`src/rtl/axi_pkg.sv`:
```
// rtl/axi_pkg.sv - shared AXI widths, burst/response encodings and FSM state types
package axi_pkg;

    localparam int AXI_DW     = 128;
    localparam int AXI_AW     = 40;
    localparam int AXI_IW     = 8;
    localparam int AXI_LW     = 8;
    localparam int AXI_SW     = 3;
    localparam int AXI_BURSTW = 2;
    localparam int AXI_BRESPW = 2;
    localparam int AXI_RRESPW = 2;
    localparam int MEM_AW     = 10;
    localparam int AXI_BYTES  = AXI_DW / 8;
    localparam int AXI_WSTRBW = AXI_BYTES;
    localparam int AXI_LSB    = $clog2(AXI_BYTES);

    typedef enum logic [1:0] {
        BURST_FIXED = 2'b00,
        BURST_INCR  = 2'b01,
        BURST_WRAP  = 2'b10
    } axi_burst_e;

    localparam logic [1:0] RESP_OKAY   = 2'b00;
    localparam logic [1:0] RESP_EXOKAY = 2'b01;
    localparam logic [1:0] RESP_SLVERR = 2'b10;
    localparam logic [1:0] RESP_DECERR = 2'b11;

    typedef enum logic [1:0] {
        W_IDLE,
        W_DATA,
        W_RESP
    } w_state_e;

    typedef enum logic {
        R_IDLE,
        R_DATA
    } r_state_e;

endpackage

```
`src/rtl/axi_addr_gen.sv`:
```
// rtl/axi_addr_gen.sv - combinational next-beat address for FIXED/INCR/WRAP bursts
module axi_addr_gen
    import axi_pkg::*;
(
    input  logic [AXI_AW-1:0]     addr_i,
    input  logic [AXI_LW-1:0]     len_i,
    input  logic [AXI_SW-1:0]     size_i,
    input  logic [AXI_BURSTW-1:0] burst_i,
    output logic [AXI_AW-1:0]     next_o
);

    logic [AXI_AW-1:0] step;
    logic [AXI_AW-1:0] incr_addr;
    logic [AXI_AW-1:0] wrap_mask;

    always_comb begin
        step      = AXI_AW'(1) << size_i;
        incr_addr = addr_i + step;
        // window is (len+1)<<size bytes; only the bits inside it advance
        wrap_mask = ((AXI_AW'(len_i) + AXI_AW'(1)) << size_i) - AXI_AW'(1);
        case (burst_i)
            BURST_FIXED: next_o = addr_i;
            BURST_WRAP:  next_o = (addr_i & ~wrap_mask) | (incr_addr & wrap_mask);
            default:     next_o = incr_addr;
        endcase
    end

endmodule

```
`config.mk`:
```
export PLATFORM = sky130hd
export DESIGN_NAME = axi_addr_gen
export DESIGN_NICKNAME = d
export VERILOG_FILES = /design/src/rtl/axi_pkg.sv /design/src/rtl/axi_addr_gen.sv
export SDC_FILE = /design/constraint.sdc
export NUM_CORES = 1
export LEC_CHECK = 0
export ABC_AREA = 1
export ABC_CLOCK_PERIOD_IN_PS = 7390
export CAP_MARGIN = 20
export CORE_MARGIN = 10
export CORE_UTILIZATION = 57
export DETAILED_ROUTE_END_ITERATION = 16
export GPL_ROUTABILITY_DRIVEN = 1
export PLACE_DENSITY = 0.91
export SLEW_MARGIN = 30
export SYNTH_ARGS = -nofsm -noshare
export SYNTH_HDL_FRONTEND = slang
export SYNTH_SLANG_ARGS = --single-unit
```
`constraint.sdc`:
```
create_clock -name vclk -period 7.39
set_input_delay 0.739 -clock vclk [all_inputs]
set_output_delay 0.739 -clock vclk [all_outputs]
set_load 0.03 [all_outputs]
```
# --- Word level (Yosys, flattened, before mapping) ---
# Index checks and enable logic that the tools add are counted.
# W data, S select, Z words.
word_totals:
  ff_bits: 0
  inputBits: 53
  elab_cells: 12
classes:
  n_addsub: 3
  n_eq_ne: 1
  shift: 2
  muxes: 1
  bitwise: 4
  n_reduce_logical: 1
op_table:
  columns: ["operator", "count"]
  rows:
  - ["$and A40 B40 Y40", 2]
  - ["$pmux W40 S2", 1]
  - ["$add A40 B40 Y40", 1]
  - ["$not A40 Y40", 1]
  - ["$or A40 B40 Y40", 1]
  - ["$shl A1 B3 Y40 const A", 1]
  - ["$shl A9 B3 Y40", 1]
  - ["$sub A40 B1 Y40 const B", 1]
  - ["$add A8 B1 Y9 const B", 1]
  - ["$eq A2 B2 Y1 const B", 1]
  - ["$logic_not A2 Y1", 1]

# --- Longest topological paths before layout ---
depth:
  ltp_word: 7
  depth_mapped: 19

# --- Least setup slack after synthesis ---
# Ideal clock, no wire load.
synth_timing:
  path_kind: "input port to output port"
  startpoint: "input port size_i[1]"
  endpoint: "output port next_o[24]"
  arrival_time_ns: 3.502
  slack_ns: 3.149
  stages: 16
  n_path_buf: 2
  path_cell_list: "buf_2 buf_1 nor3_1 ha_1 inv_1 fa_1 o31ai_1 nand3_1 nand2_1 nand2_1 nor2_1 nand2_1 xor2_1 nand2_1 o21ai_2 o21bai_2"
synth_between:
  elab_chain_cells: 6
  elab_cells_between_ends: 9
synth_lines:
  columns: ["item", "line", "text"]
  rows:
  - ["start: declaration", "axi_addr_gen.sv:7", "input logic [AXI_SW-1:0] size_i,"]
  - ["$shl A9 B3 Y40", "axi_addr_gen.sv:20", "wrap_mask = ((AXI_AW'(len_i) + AXI_AW'(1)) << size_i) - AXI_AW'(1);"]
  - ["$sub A40 B1 Y40", "axi_addr_gen.sv:20", null]
  - ["$not A40 Y40", "axi_addr_gen.sv:23", "BURST_WRAP: next_o = (addr_i & ~wrap_mask) | (incr_addr & wrap_mask);"]
  - ["$and A40 B40 Y40", "axi_addr_gen.sv:23", null]
  - ["$or A40 B40 Y40", "axi_addr_gen.sv:23", null]
  - ["$pmux W40 S2 *", "axi_addr_gen.sv:21", "case (burst_i)"]
  - ["end: declaration", "axi_addr_gen.sv:9", "output logic [AXI_AW-1:0] next_o"]
# Mark *: on every way between the ends. The rest lies on a longest branch, timed or not.

# --- Worst setup path after layout ---
# Same ends and word-level chain as after synthesis.

==> flow_summary.yaml <==
global_routing:
  first_pass_grt_wire_length_um: 22200
  track_usage: 0.253
  number_of_antenna_violations_at_the_first_check_in_global_routing: 0
  grt_pass1_vias: 4659
  grt_start_max_net_pins: 32
  global_route.overflow_total: 0
worst_setup_path:
  max_stage_delay_ns: 0.72
  crit_path_top_delay_cell: "clkdlybuf4s50_1"
  critical_path.cell_chain: "clkdlybuf4s50_1 -> inv_1 -> nand2_1 -> nor2_1 -> inv_1 -> fa_1 -> o31ai_1 -> nand3_1 -> nand2_1 -> nand2_1 -> nor2_1 -> nand2_1 -> xor2_1 -> o22ai_1 -> o21bai_2 -> clkdlybuf4s50_1"
  critical_path.startpoint_type: "primary input"
  worst-endpoint-arrival_ns: 5.20
  cp.required_ns: 6.65
  path_buf_inv: 4
  worstSetupPathType: "in -> out"
  end_kind: "output port"
  crit_path_frequent_cell: "nand2_1"
  critPathTopFamily: "buffers and inverters"
  critical_path.max_fanout: 19
sta:
  hold-worst-slack_ns: 2.64
  fmaxAchievable_mhz: 168
  min_period_ns: 5.94
  grt_setup_unrepaired: "false"
  report.final.hold_viol_count: 0
  max_slew_violation_total_from_the_final_report: 0
  worst_slew_slack_as_a_fraction_of_its_limit: 0.355
  finalSetupViolations: 0
  finalCritPeriodShare: 0.804
  tns_ns: 0
  tightest_slew_ns: 0.962
floorplanning:
  i_o_pins: 93
  core_um2: 6390
  std_cell_rows: 29
  chipWidth_um: 101
  die_height_um: 101
  start_util: 0.589
  die_area_um2: 10300
pwr:
  cellPowerDensity_nw_per_um2: 72.2
  ir_drop_mv: 0.0570
  leakagePower_nw: 2.25
run:
  cap_viol_max_count: 0
detailed_routing:
  drt-total-wl_um: 14000
  wire_per_inst_um: 16.3
  drt_pass1_iterations: 6
  avgViaCountPerCell: 5.94
  vias: 5095
  initial_drc_count: 503
  drcViolationCount: 0
  route.antenna.remaining_nets: 0
synthesis:
  yosys-mux-area-fraction: 0.00299
  yosys.area_share.adder: 0.0419
  synthDistinctLibCells: 43
  postSynthNetCount: 772
  netlist.top_cell.by_area: "nand2_1"
  post_synth_main_area_contributors: "nand2_1, nand3_1, xor2_1"
  synth_compound_gate_area_share: 0.194
  synth_cells: 707
  yosys.area_share.xor_xnor: 0.0931
  avg_synthesized_cell_area_um2: 5.32
  synth_top_family_by_area: "simple AND/OR/NAND/NOR gates"
  post-synth-top-area-fraction: 0.214
  synth-seq-area-share: 0
  syn-cell-area_um2: 3760
  yosys.area_share.simple: 0.548
  number_of_synthesis_warnings: 0
place:
  detailedPlacementHpwl_um: 11600
  buffer_ports.inserted: 93
  finalWeightedCongestion: 0.982
layout:
  nFlopsAndLatches: 0
  area_delta_synth_final_pct: 24.6
  final_core_utilization: 0.734
  n_antenna_cell: 0
  drive_gt1_frac: 0.0999
  ff_latch_area_um2: 0
  final.clkbuf_count: 0
  layout.filler_cells: 539
  fin_nets: 848
run_status:
  outcome: "finished, final reports clean"
worst_hold_path:
  min_to: "next_o[11]"
  hold-path-cell-count: 4
  min-delay-start: "addr_i[11]"
  hold_class: "in -> out"
clock_tree:
  post_cts_resize_count: 0
  cts_setup_buffers: 0
  cts_hold_repair.buffers: 0
how the worst max path moves through the flow:
stage	to	startpoint	cells past startpoint	slack, ns
after detailed placement	next_o[24]	size_i[1]	16	1.52
after CTS	next_o[24]	size_i[1]	16	1.53
after global routing	next_o[24]	size_i[1]	16	1.09
final	next_o[24]	size_i[1]	16	1.45
after global placement	next_o[24]	size_i[1]	16	1.71
after floorplan	next_o[24]	size_i[1]	16	3.15
layout by cell type (no fill, tap or decap), types with 4 or more instances in the layout:
cell | synthesis | routed
nand2_2 | 16 | 16
nor4_1 | 7 | 7
nor2_1 | 66 | 66
nand2_4 | 4 | 4
o21bai_1 | 8 | 8
o21ai_2 | 6 | 6
inv_2 | 6 | 7
nand3_2 | 13 | 13
o21ai_0 | 23 | 23
inv_1 | 84 | 82
nor2_4 | 5 | 5
o21bai_2 | 15 | 15
clkdlybuf4s50_1 | 0 | 93
nand4_1 | 13 | 13
ha_1 | 11 | 11
nand3_1 | 72 | 72
a21oi_1 | 14 | 14
xor2_1 | 37 | 37
o22ai_1 | 23 | 23
nand2_1 | 215 | 215
o211ai_1 | 5 | 5
nor3_1 | 18 | 18
power by group:
group	leakage, nW	total (mW)	internal, mW	switching (mW)
logic	2.25	0.339	0.130	0.209
registers	0	0	0	0
clock network	0	0	0	0
total	2.25	0.339	0.130	0.209
area by class of cell:
cell class                 count  area, um^2  area share
tap                           77        96.3      0.0205
multi-input combinational    596        3310       0.706
timing repair buffer          95         946       0.202
inverter                      90         338      0.0720
cell usage after synthesis (all sizes together), types with 3 or more instances:
cell type and n:
nand2 235, o211ai 6, o21ai 30, xor2 37, a21o 3, xnor2 3
nor3 19, inv 90, nand4 13, nor4 7, buf 10, clkbuf 11
a21oi 14, o21bai 23, ha 11, nand3 85, nor2 76, o22ai 23
kinds of logic (layout without fill, tap and decap cells):
logic type / count (synthesis) / count (layout)
muxes: 1 / 1
buffers and inverters: 111 / 185
xor gates and xnor gates: 40 / 40
AOI/OAI and AO/OA: 104 / 104
adders and majority gates: 12 / 12
and+or+nand+nor: 439 / 439
layer usage:
layer	up-vias	share of wire	global-route usage
met2	304	0.46	0.428
met3	45	0.10	0.0340
li1	2486	-	-
met1	2260	0.41	0.330
met5	-	0	0
met4	0	0.027	0.0547
through the flow:
step	total power [mW]	setup WS, ns	cell area, um^2	std cells
after floorplan	0.212	3.15	3760	707
after detailed placement	0.333	1.52	4690	858
after CTS	0.334	1.53	4690	858
final	0.339	1.45	4690	858
after global routing	0.362	1.09	4690	858
after global placement	0.327	1.71	4690	858
Power figures use the tool's default switching activity.
